File: config.mk
export PLATFORM = sky130hd
export DESIGN_NAME = inst_mem_loader
export DESIGN_NICKNAME = d
export VERILOG_FILES = /design/src/rtl/loader_pkg.sv /design/src/rtl/loader_timeout.sv /design/src/rtl/inst_mem_loader.sv
export SDC_FILE = /design/constraint.sdc
export NUM_CORES = 1
export LEC_CHECK = 0
export BUFFER_PORTS_ARGS = -buffer_cell sky130_fd_sc_hd__buf_2
export CAP_MARGIN = 20
export CORE_ASPECT_RATIO = 1.4
export CORE_UTILIZATION = 36
export DETAILED_ROUTE_END_ITERATION = 7
export HOLD_SLACK_MARGIN = 0.02
export PLACE_DENSITY = 0.51
export SLEW_MARGIN = 15
export SYNTH_ARGS = -nofsm -noshare
export SYNTH_HDL_FRONTEND = slang
export SYNTH_HIERARCHICAL = 1
export SYNTH_SLANG_ARGS = --single-unit
export TNS_END_PERCENT = 1
File: constraint.sdc
create_clock -name clock -period 3.7 [get_ports clock]
set_input_delay 0.555 -clock clock [delete_from_list [all_inputs] [get_ports clock]]
set_output_delay 0.555 -clock clock [all_outputs]
set_load 0.01 [all_outputs]
File: src/rtl/loader_pkg.sv
// Shared definitions for the instruction-memory boot loader:
// FSM state encoding, default frame parameters and the checksum step.
package loader_pkg;

    localparam logic [2:0] S_IDLE = 3'd0;
    localparam logic [2:0] S_LEN  = 3'd1;
    localparam logic [2:0] S_DATA = 3'd2;
    localparam logic [2:0] S_CSUM = 3'd3;
    localparam logic [2:0] S_DONE = 3'd4;
    localparam logic [2:0] S_ERR  = 3'd5;

    localparam logic [7:0]  DEF_BASE_ADDR = 8'h00;
    localparam logic [15:0] DEF_TIMEOUT   = 16'd1000;

    // Running frame checksum: plain modulo-256 byte sum.
    function automatic logic [7:0] csum_add(input logic [7:0] acc, input logic [7:0] b);
        return acc + b;
    endfunction

endpackage

File: src/rtl/loader_timeout.sv
// Inter-byte idle watchdog. Reloaded on frame entry and on every accepted
// byte; counts down while a frame is active and flags expiry at zero.
module loader_timeout #(
    parameter logic [15:0] TIMEOUT = 16'd1000
) (
    input  logic clock,
    input  logic reset,
    input  logic load,
    input  logic enable,
    output logic expired
);

    logic [15:0] cnt_r;

    // Down-counter: load has priority, then decrement while enabled.
    always_ff @(posedge clock or negedge reset) begin
        if (!reset) begin
            cnt_r <= 16'd0;
        end else if (load) begin
            cnt_r <= TIMEOUT - 16'd1;
        end else if (enable && (cnt_r != 16'd0)) begin
            cnt_r <= cnt_r - 16'd1;
        end else begin
            cnt_r <= cnt_r;
        end
    end

    // Expiry is only meaningful while a frame is in progress.
    always_comb begin
        expired = enable && (cnt_r == 16'd0);
    end

endmodule

File: src/rtl/inst_mem_loader.sv
// Boot-time instruction-memory loader: receives LEN / payload / CSUM frames
// over valid/ready, writes the payload through a one-cycle write port and
// keeps the CPU in reset until a checksum-verified frame has landed.
module inst_mem_loader
    import loader_pkg::*;
#(
    parameter int          ADDR_W    = 8,
    parameter logic [ADDR_W-1:0] BASE_ADDR = DEF_BASE_ADDR,
    parameter logic [15:0] TIMEOUT   = DEF_TIMEOUT
) (
    input  logic              clock,
    input  logic              reset,
    input  logic              start,
    input  logic              in_valid,
    input  logic [7:0]        in_data,
    output logic              in_ready,
    output logic              mem_we,
    output logic [ADDR_W-1:0] mem_addr,
    output logic [7:0]        mem_wdata,
    output logic              cpu_hold,
    output logic              busy,
    output logic              done,
    output logic              error,
    output logic [7:0]        count
);

    logic [2:0]        state_r;
    logic [2:0]        state_s;
    logic              in_ready_s;
    logic              accept_s;
    logic              frame_start_s;
    logic              expired_s;
    logic [7:0]        len_r;
    logic [ADDR_W-1:0] addr_r;
    logic [7:0]        acc_r;
    logic [7:0]        count_r;
    logic              done_r;
    logic              error_r;
    logic              mem_we_r;
    logic [ADDR_W-1:0] mem_addr_r;
    logic [7:0]        mem_wdata_r;

    // Handshake and frame-entry qualifiers derived from the current state.
    always_comb begin
        in_ready_s    = (state_r == S_LEN) || (state_r == S_DATA) || (state_r == S_CSUM);
        accept_s      = in_valid && in_ready_s;
        frame_start_s = start && ((state_r == S_IDLE) || (state_r == S_DONE) || (state_r == S_ERR));
    end

    loader_timeout #(
        .TIMEOUT (TIMEOUT)
    ) u_timeout (
        .clock   (clock),
        .reset   (reset),
        .load    (accept_s || frame_start_s),
        .enable  (in_ready_s),
        .expired (expired_s)
    );

    // State register.
    always_ff @(posedge clock or negedge reset) begin
        if (!reset) begin
            state_r <= S_IDLE;
        end else begin
            state_r <= state_s;
        end
    end

    // Next-state logic; an accepted byte always wins over a same-cycle expiry.
    always_comb begin
        state_s = state_r;
        case (state_r)
            S_IDLE, S_DONE, S_ERR: begin
                if (start) state_s = S_LEN;
                else       state_s = state_r;
            end
            S_LEN: begin
                if (accept_s)       state_s = (in_data == 8'd0) ? S_ERR : S_DATA;
                else if (expired_s) state_s = S_ERR;
                else                state_s = S_LEN;
            end
            S_DATA: begin
                if (accept_s)       state_s = (count_r == (len_r - 8'd1)) ? S_CSUM : S_DATA;
                else if (expired_s) state_s = S_ERR;
                else                state_s = S_DATA;
            end
            S_CSUM: begin
                if (accept_s)       state_s = (in_data == acc_r) ? S_DONE : S_ERR;
                else if (expired_s) state_s = S_ERR;
                else                state_s = S_CSUM;
            end
            default: state_s = S_IDLE;
        endcase
    end

    // Output decode: handshake, busy and CPU hold follow the state register.
    always_comb begin
        in_ready  = in_ready_s;
        busy      = in_ready_s;
        cpu_hold  = (state_r != S_DONE);
        mem_we    = mem_we_r;
        mem_addr  = mem_addr_r;
        mem_wdata = mem_wdata_r;
        done      = done_r;
        error     = error_r;
        count     = count_r;
    end

    // Memory write port: one strobe the cycle after each payload acceptance.
    always_ff @(posedge clock or negedge reset) begin
        if (!reset) begin
            mem_we_r    <= 1'b0;
            mem_addr_r  <= {ADDR_W{1'b0}};
            mem_wdata_r <= 8'd0;
        end else begin
            mem_we_r <= (state_r == S_DATA) && accept_s;
            if ((state_r == S_DATA) && accept_s) begin
                mem_addr_r  <= addr_r;
                mem_wdata_r <= in_data;
            end
        end
    end

    // Frame bookkeeping: length, write pointer (wraps freely), checksum, count.
    always_ff @(posedge clock or negedge reset) begin
        if (!reset) begin
            len_r   <= 8'd0;
            addr_r  <= {ADDR_W{1'b0}};
            acc_r   <= 8'd0;
            count_r <= 8'd0;
        end else if (frame_start_s) begin
            acc_r   <= 8'd0;
            count_r <= 8'd0;
        end else if ((state_r == S_LEN) && accept_s && (in_data != 8'd0)) begin
            len_r  <= in_data;
            addr_r <= BASE_ADDR;
        end else if ((state_r == S_DATA) && accept_s) begin
            addr_r  <= addr_r + ADDR_W'(1);
            acc_r   <= csum_add(acc_r, in_data);
            count_r <= count_r + 8'd1;
        end
    end

    // Sticky status flags, cleared when a new frame begins.
    always_ff @(posedge clock or negedge reset) begin
        if (!reset) begin
            done_r  <= 1'b0;
            error_r <= 1'b0;
        end else if (frame_start_s) begin
            done_r  <= 1'b0;
            error_r <= 1'b0;
        end else begin
            if ((state_r == S_CSUM) && (state_s == S_DONE)) done_r <= 1'b1;
            if ((state_r != S_ERR) && (state_s == S_ERR))   error_r <= 1'b1;
        end
    end

endmodule

# Yosys cells after proc, flatten, opt, wreduce, memory -nomap -nowiden
# Cells that the tools add are included.
# W data, S select, Z words.
dict set report totals {
  ff_bits 70
  latchBits 0
  ramBits 0
  rom_bits 0
  output_inout_bits 30
  wordCells 82
  memories 0
}
dict set report op_classes {
  add_sub_neg 5
  multipliers 0
  n_div 0
  n_lt_le_gt_ge 0
  eq_ne 12
  n_shift 0
  muxes 25
  n_bitwise 1
  n_reduce_logical 28
}
# op n
set op_table {}
lappend op_table {{$mux W8} 8}
lappend op_table {{$mux W16} 2}
lappend op_table {{$mux W3} 8}
lappend op_table {{$add A8 B1 Y8 const B} 2}
lappend op_table {{$eq A8 B8 Y1} 2}
lappend op_table {{$logic_not A16 Y1} 1}
lappend op_table {{$reduce_bool A16 Y1} 1}
lappend op_table {{$sub A16 B1 Y16 const B} 1}
lappend op_table {{$eq A3 B3 Y1 const B} 4}
lappend op_table {{$pmux W3 S4} 1}
lappend op_table {{$reduce_bool A2 Y1} 5}
lappend op_table {{$logic_and A1 B1 Y1} 9}
lappend op_table {{$add A8 B8 Y8} 1}
lappend op_table {{$logic_not A8 Y1} 1}
lappend op_table {{$reduce_bool A8 Y1} 1}
lappend op_table {{$sub A8 B1 Y8 const B} 1}
lappend op_table {{$eq A3 B2 Y1 const B} 2}
lappend op_table {{$mux W1} 6}
lappend op_table {{$ne A3 B3 Y1 const B} 2}
lappend op_table {{$reduce_and A2 Y1} 3}
lappend op_table {{$logic_or A1 B1 Y1} 5}
lappend op_table {{$eq A3 B1 Y1 const B} 1}
lappend op_table {{$logic_not A3 Y1} 1}
lappend op_table {{$reduce_or A3 Y1} 1}
lappend op_table {{other kinds (2)} 2}

# Longest topological paths before layout
# Gate-level depths: netlist (run 1).
dict set report logic_depth {
  ltp_word 11
  mapped_depth 12
  ltp_nobuf 11
}

# By module
# The synthesis (run 1) kept the hierarchy.
# mod instances cells_each area_each_um2 seq_area_each_um2
set by_module_without_submodules {}
lappend by_module_without_submodules {inst_mem_loader 1 296 2782.7 1351.3}
lappend by_module_without_submodules {loader_timeout 1 98 949.7 400.4}

# Least setup slack after synthesis (run 1)
# Ideal clock, no wire load.
dict set report synth_path {
  path_type {reg2reg}
  startpoint {reg u_timeout.cnt_r[0]}
  endpoint {reg error_r (netlist: error)}
  setup_ns 0.065
  arrival_time_ns 2.691
  required_time_ns 3.635
  slack_ns 0.944
  stages_incl_launch_ff 13
  cell_sequence {dfrtp_1 inv_1 ha_1 or3b_2 nor4_1 buf_2 and2_1 nor4b_1 nand2_1 a21oi_1 a31oi_1 nor4_1 o21a_1}
}
dict set report synth_via {
  elab_chain_cells 8
  word_cells_on_any_way 12
  classes_between {1 x eq/ne; 7 x mux; 4 x reduce/logical}
}
# element line_no
set synth_lines {}
lappend synth_lines {{from (decl)} loader_timeout.sv:13} ;# logic [15:0] cnt_r;
lappend synth_lines {{from (signal assigned)} loader_timeout.sv:20} ;# cnt_r <= TIMEOUT - 16'd1;
lappend synth_lines {{from (signal assigned)} loader_timeout.sv:22} ;# cnt_r <= cnt_r - 16'd1;
lappend synth_lines {{from (signal assigned)} loader_timeout.sv:24} ;# cnt_r <= cnt_r;
lappend synth_lines {{$logic_not A16 Y1 (*)} loader_timeout.sv:30} ;# expired = enable && (cnt_r == 16'd0);
lappend synth_lines {{$logic_and A1 B1 Y1 (*)} loader_timeout.sv:30}
lappend synth_lines {{via expired_s} inst_mem_loader.sv:32} ;# logic expired_s;
lappend synth_lines {{$mux W3 (on tied branches)} {inst_mem_loader.sv:84, inst_mem_loader.sv:79, inst_mem_loader.sv:89}}
lappend synth_lines {{$mux W3 (on tied branches)} {inst_mem_loader.sv:83, inst_mem_loader.sv:78, inst_mem_loader.sv:88}}
lappend synth_lines {{$pmux W3 S4 (*)} inst_mem_loader.sv:72} ;# case (state_r)
lappend synth_lines {{$eq A3 B3 Y1 (*)} inst_mem_loader.sv:154} ;# if ((state_r != S_ERR) && (state_s == S_ERR)) error_r <= 1'b1;
lappend synth_lines {{$logic_and A1 B1 Y1 (*)} inst_mem_loader.sv:154}
lappend synth_lines {{$reduce_bool A2 Y1 (no source line) (*)} n/a}
lappend synth_lines {{to (signal assigned)} inst_mem_loader.sv:148} ;# error_r <= 1'b0;
lappend synth_lines {{to (signal assigned)} inst_mem_loader.sv:151} ;# error_r <= 1'b0;
lappend synth_lines {{to (signal assigned)} inst_mem_loader.sv:154}
lappend synth_lines {{to (decl)} inst_mem_loader.sv:38} ;# logic error_r;
# The timed path passes the listed nets; every way through them passes the cells marked *.
# A chain may end at the register's enable or synchronous reset.

# Worst setup path after layout (run 1)
# Same ends and word-level chain as after synthesis.

==> impl_results.md, run 1 <==
* Post-CTS Hold Buffers at 0
* Longest Clk Path Bufs at 2
* Post-synthesis mux area share at 0.0265
* DR vias/cell at roughly 5.2
* Initial Util at 0.373
* Most frequent CP cell: nor4_1
* Post-DP HPWL at approximately 6100 um
* Clk_lat worst skew at ~340 ps
* Syn_area_per_cell at 9.47 sq um
* Reg2reg path depth at 12
* Top FF cell, synth: dfrtp_1
* Initial antenna violation count at 0
* Layout area overhead at 16.5%
* Hold WC Path Type: input pin to async pin
* Slew @ Worst Pin at between 900 and 1000 ps
* Final setup viols at 0
* Vias in the first global route at about 3000
* WL per Instance at between 15 and 20 um
* Commonest non-fill, non-tap cell in the layout: nand2_1
* Final wirelength at just under 9000 um
* Largest family of logic cells by synthesized area: simple AND/OR/NAND/NOR gates
* Slew HR at 0.376
* TritonCTS Buffers at 9
* Seq/Total Area, Yosys at 0.469
* Final Hold Viols at 0
* Mapped cell area at 3730 sq um
* Postcts setup bufs at 0
* Largest net degree at the start of global routing at 54
* Slew Limit Fails at 0
* Layout cells sized above 1 at 0.175
* Critical Path Start Type: flip-flop
* Grt ovf at 0
* Worst Path Class, Setup: flip-flop to flip-flop
* Die area at between 10000 and 15000 sq um
* Nets at 460
* Adder-Cell Fraction of Synth Area at 0.0422
* DIE HEIGHT at between 100 and 150 um
* EDFF count, synth at 0
* DRT Pass-1 Iters at 4
* Synth warn at 6
* Setup_tns at 0 ps
* Peak supply drop at roughly 330 uV
* Max incr delay on CP at approximately 520 ps
* Number of max-cap violations at 0
* GRT Total Usage at 0.181
* Tmin final at 3110 ps
* CTS Sinks at 70
* Top delay family on crit path: simple AND/OR/NAND/NOR gates
* Die Wd at slightly below 90 um
* Initial DRC count at approximately 130
* Complex-gate fraction of the synthesized area at 0.112
* Mapped Cells at approximately 400
* CP bufs+invs at 2
* Crit path cell chain: inv_1 > ha_1 > or3b_2 > nor4_1 > buf_4 > and2_1 > nor4b_1 > nand2_1 > a21oi_1 > a31oi_1 > nor4_1 > o21a_1
* Synth Area in Simple Gates at 0.247
* Most frequent cells in the layout: nand2_1 (71), dfrtp_1 (70), buf_2 (41)
* CP max FO at 6
* Layout Utilization at 0.435
* Max Clock Freq at ~320 MHz
* # DRC at 0
* Power Dens Cells at between 600 and 700 nW/um^2
* Yosys reg bits at 70
* DRT antenna net count at 0
* WP data required at between 3000 and 4000 ps
* Post_cts resized at 0
* Final Cycle Share at 0.841
* Number of distinct library cells after synthesis at 53
* Fraction of registers with async set/reset at 1.00
* Hold slack at ~150 ps
* Status: completed
* Crit-path slowest cell: or3b_2
* CTS tree: built
* Clock Root Buffer: clkbuf_16
* Fin Clk Skew at 5.87 ps
* Reg clk slew, reported paths at 60 ps
* Post-synthesis xor/xnor area fraction at 0.0681
* Total number of vias at between 2000 and 3000
* Core area at between 10000 and 15000 sq um
* Post-place setup slack at between 600 and 700 ps
* Syn Nets at 418
* GP Congestion at approximately 0.8
* CP Capture Type: flip-flop
* Diode count at 0
* H-tree levels at 3
* Final Worst Setup Slack at about 600 ps
* Cell depth of the worst setup path at 12
* Crit path DAT at around 3400 ps
* RSZ-0062 raised after global routing: no
* First-pass GRT wire length at approximately 15000 um
* Cell row count at 43
* Leakage power at between 0.0015 and 0.002 uW
* I/O Buffers at 41
* IO Pins at 42
-- registers in the layout, indices dropped and copies added, names as in the netlist --
name,flops
acc_r,8
addr_r,8
count,8
done,1
error,1
len_r,8
mem_addr,8
mem_wdata,8
mem_we,1
state_r,3
u_timeout/cnt_r,16
-- layout make-up --
class | count | area [sq um]
timing repair buffer | 48 | 258
clock inverter | 4 | 22.5
sequential | 70 | 1750
inverter | 12 | 45.0
tap | 135 | 169
multi-input combinational | 295 | 1850
fill | 1051 | 5660
clock buffer | 11 | 253
-- power breakdown --
group,total (uW),internal [uW],switching (uW)
clock network,804,482,322
logic,1020,446,572
registers,1130,949,185
total,2960,1880,1080
-- final timing paths --
kind                                           end  slack (ps)          startpoint
worst max-delay path                         error         590  u_timeout/cnt_r[0]
worst min-delay path            u_timeout/cnt_r[1]         150               reset
worst max register to register               error         590  u_timeout/cnt_r[0]
worst min register to register         mem_addr[3]         470         mem_addr[3]
max in group asynchronous                 count[0]        2520               reset
min in group clock                     mem_addr[3]         470         mem_addr[3]
-- Yosys cell counts, types with 6 or more instances --
library cell | n | share of area
a21oi_1 | 15 | 0.020
buf_2 | 8 | 0.011
clkbuf_1 | 7 | 0.0070
dfrtp_1 | 70 | 0.47
ha_1 | 11 | 0.037
inv_1 | 11 | 0.011
mux2_2 | 6 | 0.018
nand2_1 | 71 | 0.071
nand3_1 | 7 | 0.0094
nand4_1 | 6 | 0.010
nor2_1 | 34 | 0.034
nor2b_1 | 6 | 0.010
nor3_1 | 8 | 0.011
nor4_1 | 13 | 0.022
o21ai_0 | 15 | 0.020
o31ai_1 | 7 | 0.014
or3_1 | 6 | 0.010
or4_1 | 10 | 0.020
xnor2_1 | 14 | 0.033
xor2_1 | 15 | 0.035
-- cells by family after synthesis --
family / Yosys count
compound gates: 61
xor+xnor: 29
fa+ha+maj: 12
buf+inv: 29
flops: 70
mux: 9
simple gates: 184
-- metal layers --
layer  global-route usage  part of all wire  up-vias  wire length [um]
met5                    0                 0        -                 0
met4               0.0776             0.022        0               191
met3               0.0377             0.030       11               259
met2                0.302              0.50       51              4360
met1                0.224              0.44     1465              3850
li1                     -                 -     1468                 -
-- metrics by stage --
| step | cells | power (uW) | cell area (sq um) |
|---|---|---|---|
| 2_1_floorplan | 394 | 1870 | 3730 |
| 3_3_place_gp | 560 | 2160 | 4070 |
| 3_5_place_dp | 560 | 2180 | 4070 |
| 4_1_cts | 575 | 3000 | 4350 |
| 5_1_grt | 575 | 3170 | 4350 |
| 6_report | 575 | 2960 | 4350 |
(Power assumes the default switching activity.)
==> run 2, diff against run 1 <==
clock period = 2.9 ns   (was 3.7 ns; I/O delays follow)
==> impl_results.md, run 2 (synthesis gave the netlist of run 1 again) <==
* Max Clock Freq at ~380 MHz
* CP max FO at 4
* Slew Limit Fails at 0
* Core area at about 10000 sq um
* Number of max-cap violations at 0
* Critical R2R Launch: u_timeout/cnt_r[0]
* H-tree levels at 3
* Most frequent cells in the layout: nand2_1 (71), dfrtp_1 (70), buf_2 (41)
* Final Hold Viols at 0
* Initial DRC count at roughly 140
* TritonCTS Buffers at 9
* Cell row count at 43
* RSZ-0062 raised after global routing: no
* I/O Buffers at 41
* Crit path DAT at a little under 3000 ps
* CP Capture Type: flip-flop
* Critical Path Start Type: flip-flop
* Setup_tns at 0 ps
* Clk_lat worst skew at 340 ps
* Vias in the first global route at roughly 2900
* DIE HEIGHT at ~120 um
* DR vias/cell at slightly above 5
* Peak supply drop at a little over 400 uV
* Longest Clk Path Bufs at 2
* Slew HR at 0.584
* Max reg flops at 16
* Die area at ~11000 sq um
* Storage cell area at between 1500 and 2000 sq um
* Reg2reg path depth at 11
* Reg with most FFs: u_timeout/cnt_r
* GRT Total Usage at 0.181
* Total number of vias at 3019
* CP startpoint: u_timeout/cnt_r[0]
* Final setup viols at 0
* Reg clk slew, reported paths at 60 ps
* Worst Path Class, Setup: flip-flop to flip-flop
* Footprint of the multi-input gates at roughly 1900 sq um
* Slew @ Worst Pin at between 600 and 700 ps
* Critical path destination: error
* WP data required at 3180 ps
* Fill cells at approximately 1000
* CTS tree: built
* Die Wd at 88.1 um
* Layout area overhead at 20.4%
* Post-route cell area at 4490 sq um
* Post-CTS Hold Buffers at 0
* Clock Root Buffer: clkbuf_16
* Final Cycle Share at 0.919
* IO Pins at 42
* Diode count at 0
* Initial Util at 0.373
* Fin Clk Skew at between 6 and 7 ps
* Placed Instance Area at 4130 sq um
* Hold WC Path Type: input pin to async pin
* Nets at 466
* Leakage power at about 0.0021 uW
* WL per Instance at roughly 15 um
* Initial antenna violation count at 0
* Largest net degree at the start of global routing at between 70 and 80
* CTS Sinks at 70
* Final wirelength at a little under 9000 um
* Commonest non-fill, non-tap cell in the layout: nand2_1
* Final Worst Setup Slack at roughly 230 ps
* Post-place setup slack at slightly above 9 ps
* Grt ovf at 0
* Tmin final at 2670 ps
* Layout cells sized above 1 at 0.190
* First-pass GRT wire length at 14800 um
* Post-DP HPWL at between 6000 and 7000 um
* GP Congestion at around 0.80
* # DRC at 0
* Power Dens Cells at a little over 900 nW/um^2
* Status: completed
* Hold slack at 105 ps
* Postcts setup bufs at 0
* DRT antenna net count at 0
* Reg2reg setup slack at ~230 ps
* DRT Pass-1 Iters at 5
* R2R Path End: error
==> run 2: worst min-delay path by stage <==
stage | startpoint | to | slack [ps] | cells past startpoint
detailed placement | mem_addr[7] | mem_addr[7] | 460 | 2
finish | reset | u_timeout/cnt_r[1] | 110 | 2
global route | reset | u_timeout/cnt_r[1] | 150 | 2
floorplan | reset | acc_r[0] | 140 | 0
global placement | mem_wdata[3] | mem_wdata[3] | 450 | 2
CTS | reset | u_timeout/cnt_r[14] | 130 | 2
==> run 2: timing repair <==
item                                   4_1_cts  5_1_grt
pin swaps                                    0        1
gates resized for setup                      1        1
setup endpoints to repair                    1        2
endpoints found under the hold margin        0        0
==> run 2: final cells by class <==
cell class                 instances  area share
inverter                          12      0.0100
multi-input combinational        295       0.415
clock inverter                     5      0.0237
tap                              135      0.0376
sequential                        70       0.390
timing repair buffer              54      0.0702
clock buffer                      11      0.0540
==> run 2: through the flow <==
| step | utilization | instances | total power [uW] |
|---|---|---|---|
| after floorplan | - | 394 | 2380 |
| after global placement | 0.413 | 566 | 2790 |
| after detailed placement | 0.413 | 566 | 2800 |
| after CTS | 0.448 | 582 | 4120 |
| after global routing | 0.449 | 582 | 4360 |
| final | 0.449 | 582 | 4070 |
==> run 2: per-layer routing <==
| layer | share of wire | GRT usage | routed length (um) |
|---|---|---|---|
| met1 | 0.44 | 0.231 | 3810 |
| met2 | 0.51 | 0.292 | 4410 |
| met3 | 0.032 | 0.0397 | 276 |
| met4 | 0.023 | 0.0837 | 201 |
| met5 | 0 | 0 | 0 |
==> run 2: worst max-delay path: stages (launching register included) <==
cell and delay [ps]:
dfrtp_1 390, inv_1 90, ha_1 200, or3b_2 490
nor4_2 290, and2_1 210, nor4b_2 250, nand2_1 90
a21oi_1 160, a31oi_1 80, nor4_1 220, o21a_1 140
==> run 2: power by group <==
group	switching [uW]	total (uW)	internal (uW)
Combinational	738	1330	594
Sequential	237	1450	1210
Clock	429	1290	865
==> run 3, diff against run 2 <==
--- a/config.mk
+++ b/config.mk
@@ -9,5 +9,7 @@
 export CAP_MARGIN = 20
 export CORE_ASPECT_RATIO = 1.4
+export CORE_MARGIN = 10
 export CORE_UTILIZATION = 36
+export CTS_CLUSTER_SIZE = 8
 export DETAILED_ROUTE_END_ITERATION = 7
 export HOLD_SLACK_MARGIN = 0.02
==> constraint.sdc (replaced) <==
create_clock -name clock -period 2.9 [get_ports clock]
set_input_delay 0.29 -clock clock [delete_from_list [all_inputs] [get_ports clock]]
set_output_delay 0.29 -clock clock [all_outputs]
set_load 0.01 [all_outputs]
==> impl_results.md, run 3 (synthesis gave the netlist of run 1 again) <==
* WL per Instance at around 16 um
* Hold WC Path Type: input pin to async pin
* # DRC at 0
* Max reg flops at 16
* Initial antenna violation count at 0
* CTS Sinks at 70
* DRT antenna net count at 0
* RSZ-0062 raised after global routing: no
* Reg with most FFs: u_timeout/cnt_r
* Initial Util at 0.373
* Crit-path slowest cell: or3b_2
* Placed Instance Area at roughly 4100 sq um
* Layout cells sized above 1 at 0.188
* DRT Pass-1 Iters at 4
* Cell row count at 43
* Number of max-cap violations at 0
* Crit path cell chain: inv_1 > ha_1 > or3b_2 > nor4_2 > and2_1 > nor4b_2 > nand2_1 > a21oi_1 > a31oi_1 > a32o_1
* Core area at 10000 sq um
* Initial DRC count at ~130
* Worst Path Class, Setup: flip-flop to flip-flop
* Max Clock Freq at 384 MHz
* Fill cells at about 1000
* Grt ovf at 0
* Post-DP HPWL at roughly 6700 um
* CP max FO at 4
* WP data required at roughly 3100 ps
* Setup_tns at 0 ps
* Total number of vias at roughly 3000
* Postcts setup bufs at 0
* CTS tree: built
* Critical R2R Launch: u_timeout/cnt_r[0]
* Most frequent cells in the layout: nand2_1 (71), dfrtp_1 (70), buf_2 (41)
* DIE HEIGHT at 140 um
* TritonCTS Buffers at 9
* H-tree levels at 3
* Final Hold Viols at 0
* Reg clk slew, reported paths at ~50 ps
* Clock Root Buffer: clkbuf_16
* Critical Path Start Type: flip-flop
* Die area at around 15000 sq um
* Longest Clk Path Bufs at 2
* GP Congestion at ~0.84
* Leakage power at 0.00202 uW
* Status: completed
* Vias in the first global route at around 3100
* DR vias/cell at ~5.2
* Slew HR at 0.447
* Die Wd at roughly 110 um
* Clk_lat worst skew at 330 ps
* Layout area overhead at 18.9%
* Layout Utilization at 0.443
* I/O Buffers at 41
* Final wirelength at 9170 um
* CP Capture Type: flip-flop
* Power Dens Cells at between 800 and 900 nW/um^2
* Largest net degree at the start of global routing at 38
* Diode count at 0
* Slew @ Worst Pin at between 800 and 900 ps
* Commonest non-fill, non-tap cell in the layout: nand2_1
* Placed Instances at between 500 and 600
* Crit path DAT at about 2800 ps
* Max incr delay on CP at between 400 and 500 ps
* Peak supply drop at 410 uV
* Post-route cell area at approximately 4400 sq um
* First-pass GRT wire length at around 15000 um
* Footprint of the multi-input gates at 1860 sq um
* Final setup viols at 0
* GRT Total Usage at 0.126
* Overall power at roughly 3900 uW
* Tmin final at approximately 2600 ps
* Storage cell area at ~1800 sq um
* Final Cycle Share at 0.898
* CP startpoint: u_timeout/cnt_r[0]
* Fin Clk Skew at 5.58 ps
* Non-filler cells, final at between 500 and 600
* IO Pins at 42
* Nets at around 470
* Slew Limit Fails at 0
* Post-CTS Hold Buffers at 0
[run 3: changes by cell type in the layout (fill, tap and decap cells not counted)]
cell,before,now
buf_4,12,11
bufinv_16,3,1
clkinv_2,0,1
clkinvlp_4,1,2
[run 3: power breakdown]
part / leakage (uW) / total, uW / switching, uW / internal (uW)
sequential: 0.000901 / 1450 / 241 / 1210
clock: 0.000142 / 1120 / 427 / 689
combinational: 0.000981 / 1340 / 751 / 593
[run 3: repair_timing]
action                                  CTS  global route
endpoints found under the setup margin    0             2
hold endpoints to repair                  0             0
resized for setup                         0             2
[run 3: worst max-delay path: cells and delay by family (launching register included)]
family,cells,cell delay (ps)
fa+ha+maj,1,200
compound gates,3,510
flops,1,400
simple gates,5,1270
buf+inv,1,100
[run 3: path summary, 6_finish.rpt]
kind	slack, ps	to	cells after the start
max reg2reg	300	done	10
min	60	u_timeout/cnt_r[3]	1
min in group clock	210	mem_wdata[0]	3
max	300	done	10
max in group asynchronous	2170	mem_addr[5]	2
min reg2reg	460	mem_addr[6]	2
[run 3: cell type report]
class                      count  share of cell area
timing repair buffer          53              0.0694
inverter                      12              0.0101
tap                          135              0.0381
clock buffer                  11              0.0547
clock inverter                 5              0.0133
sequential                    70               0.395
multi-input combinational    295               0.420
[run 3: per-layer routing]
| metal | global-route usage | vias to the layer above | part of all wire |
|---|---|---|---|
| li1 | - | 1486 | - |
| met5 | 0 | - | 0 |
| met3 | 0.0243 | 17 | 0.034 |
| met4 | 0.0658 | 0 | 0.021 |
| met2 | 0.224 | 48 | 0.52 |
| met1 | 0.136 | 1450 | 0.43 |
[run 3: metrics by stage]
step	setup slack (ps)	hold WS [ps]
finish	297	58.6
global route	1.70	112
CTS	46.8	84.0
detailed placement	77.9	439
global placement	123	437
floorplan	144	-5.59
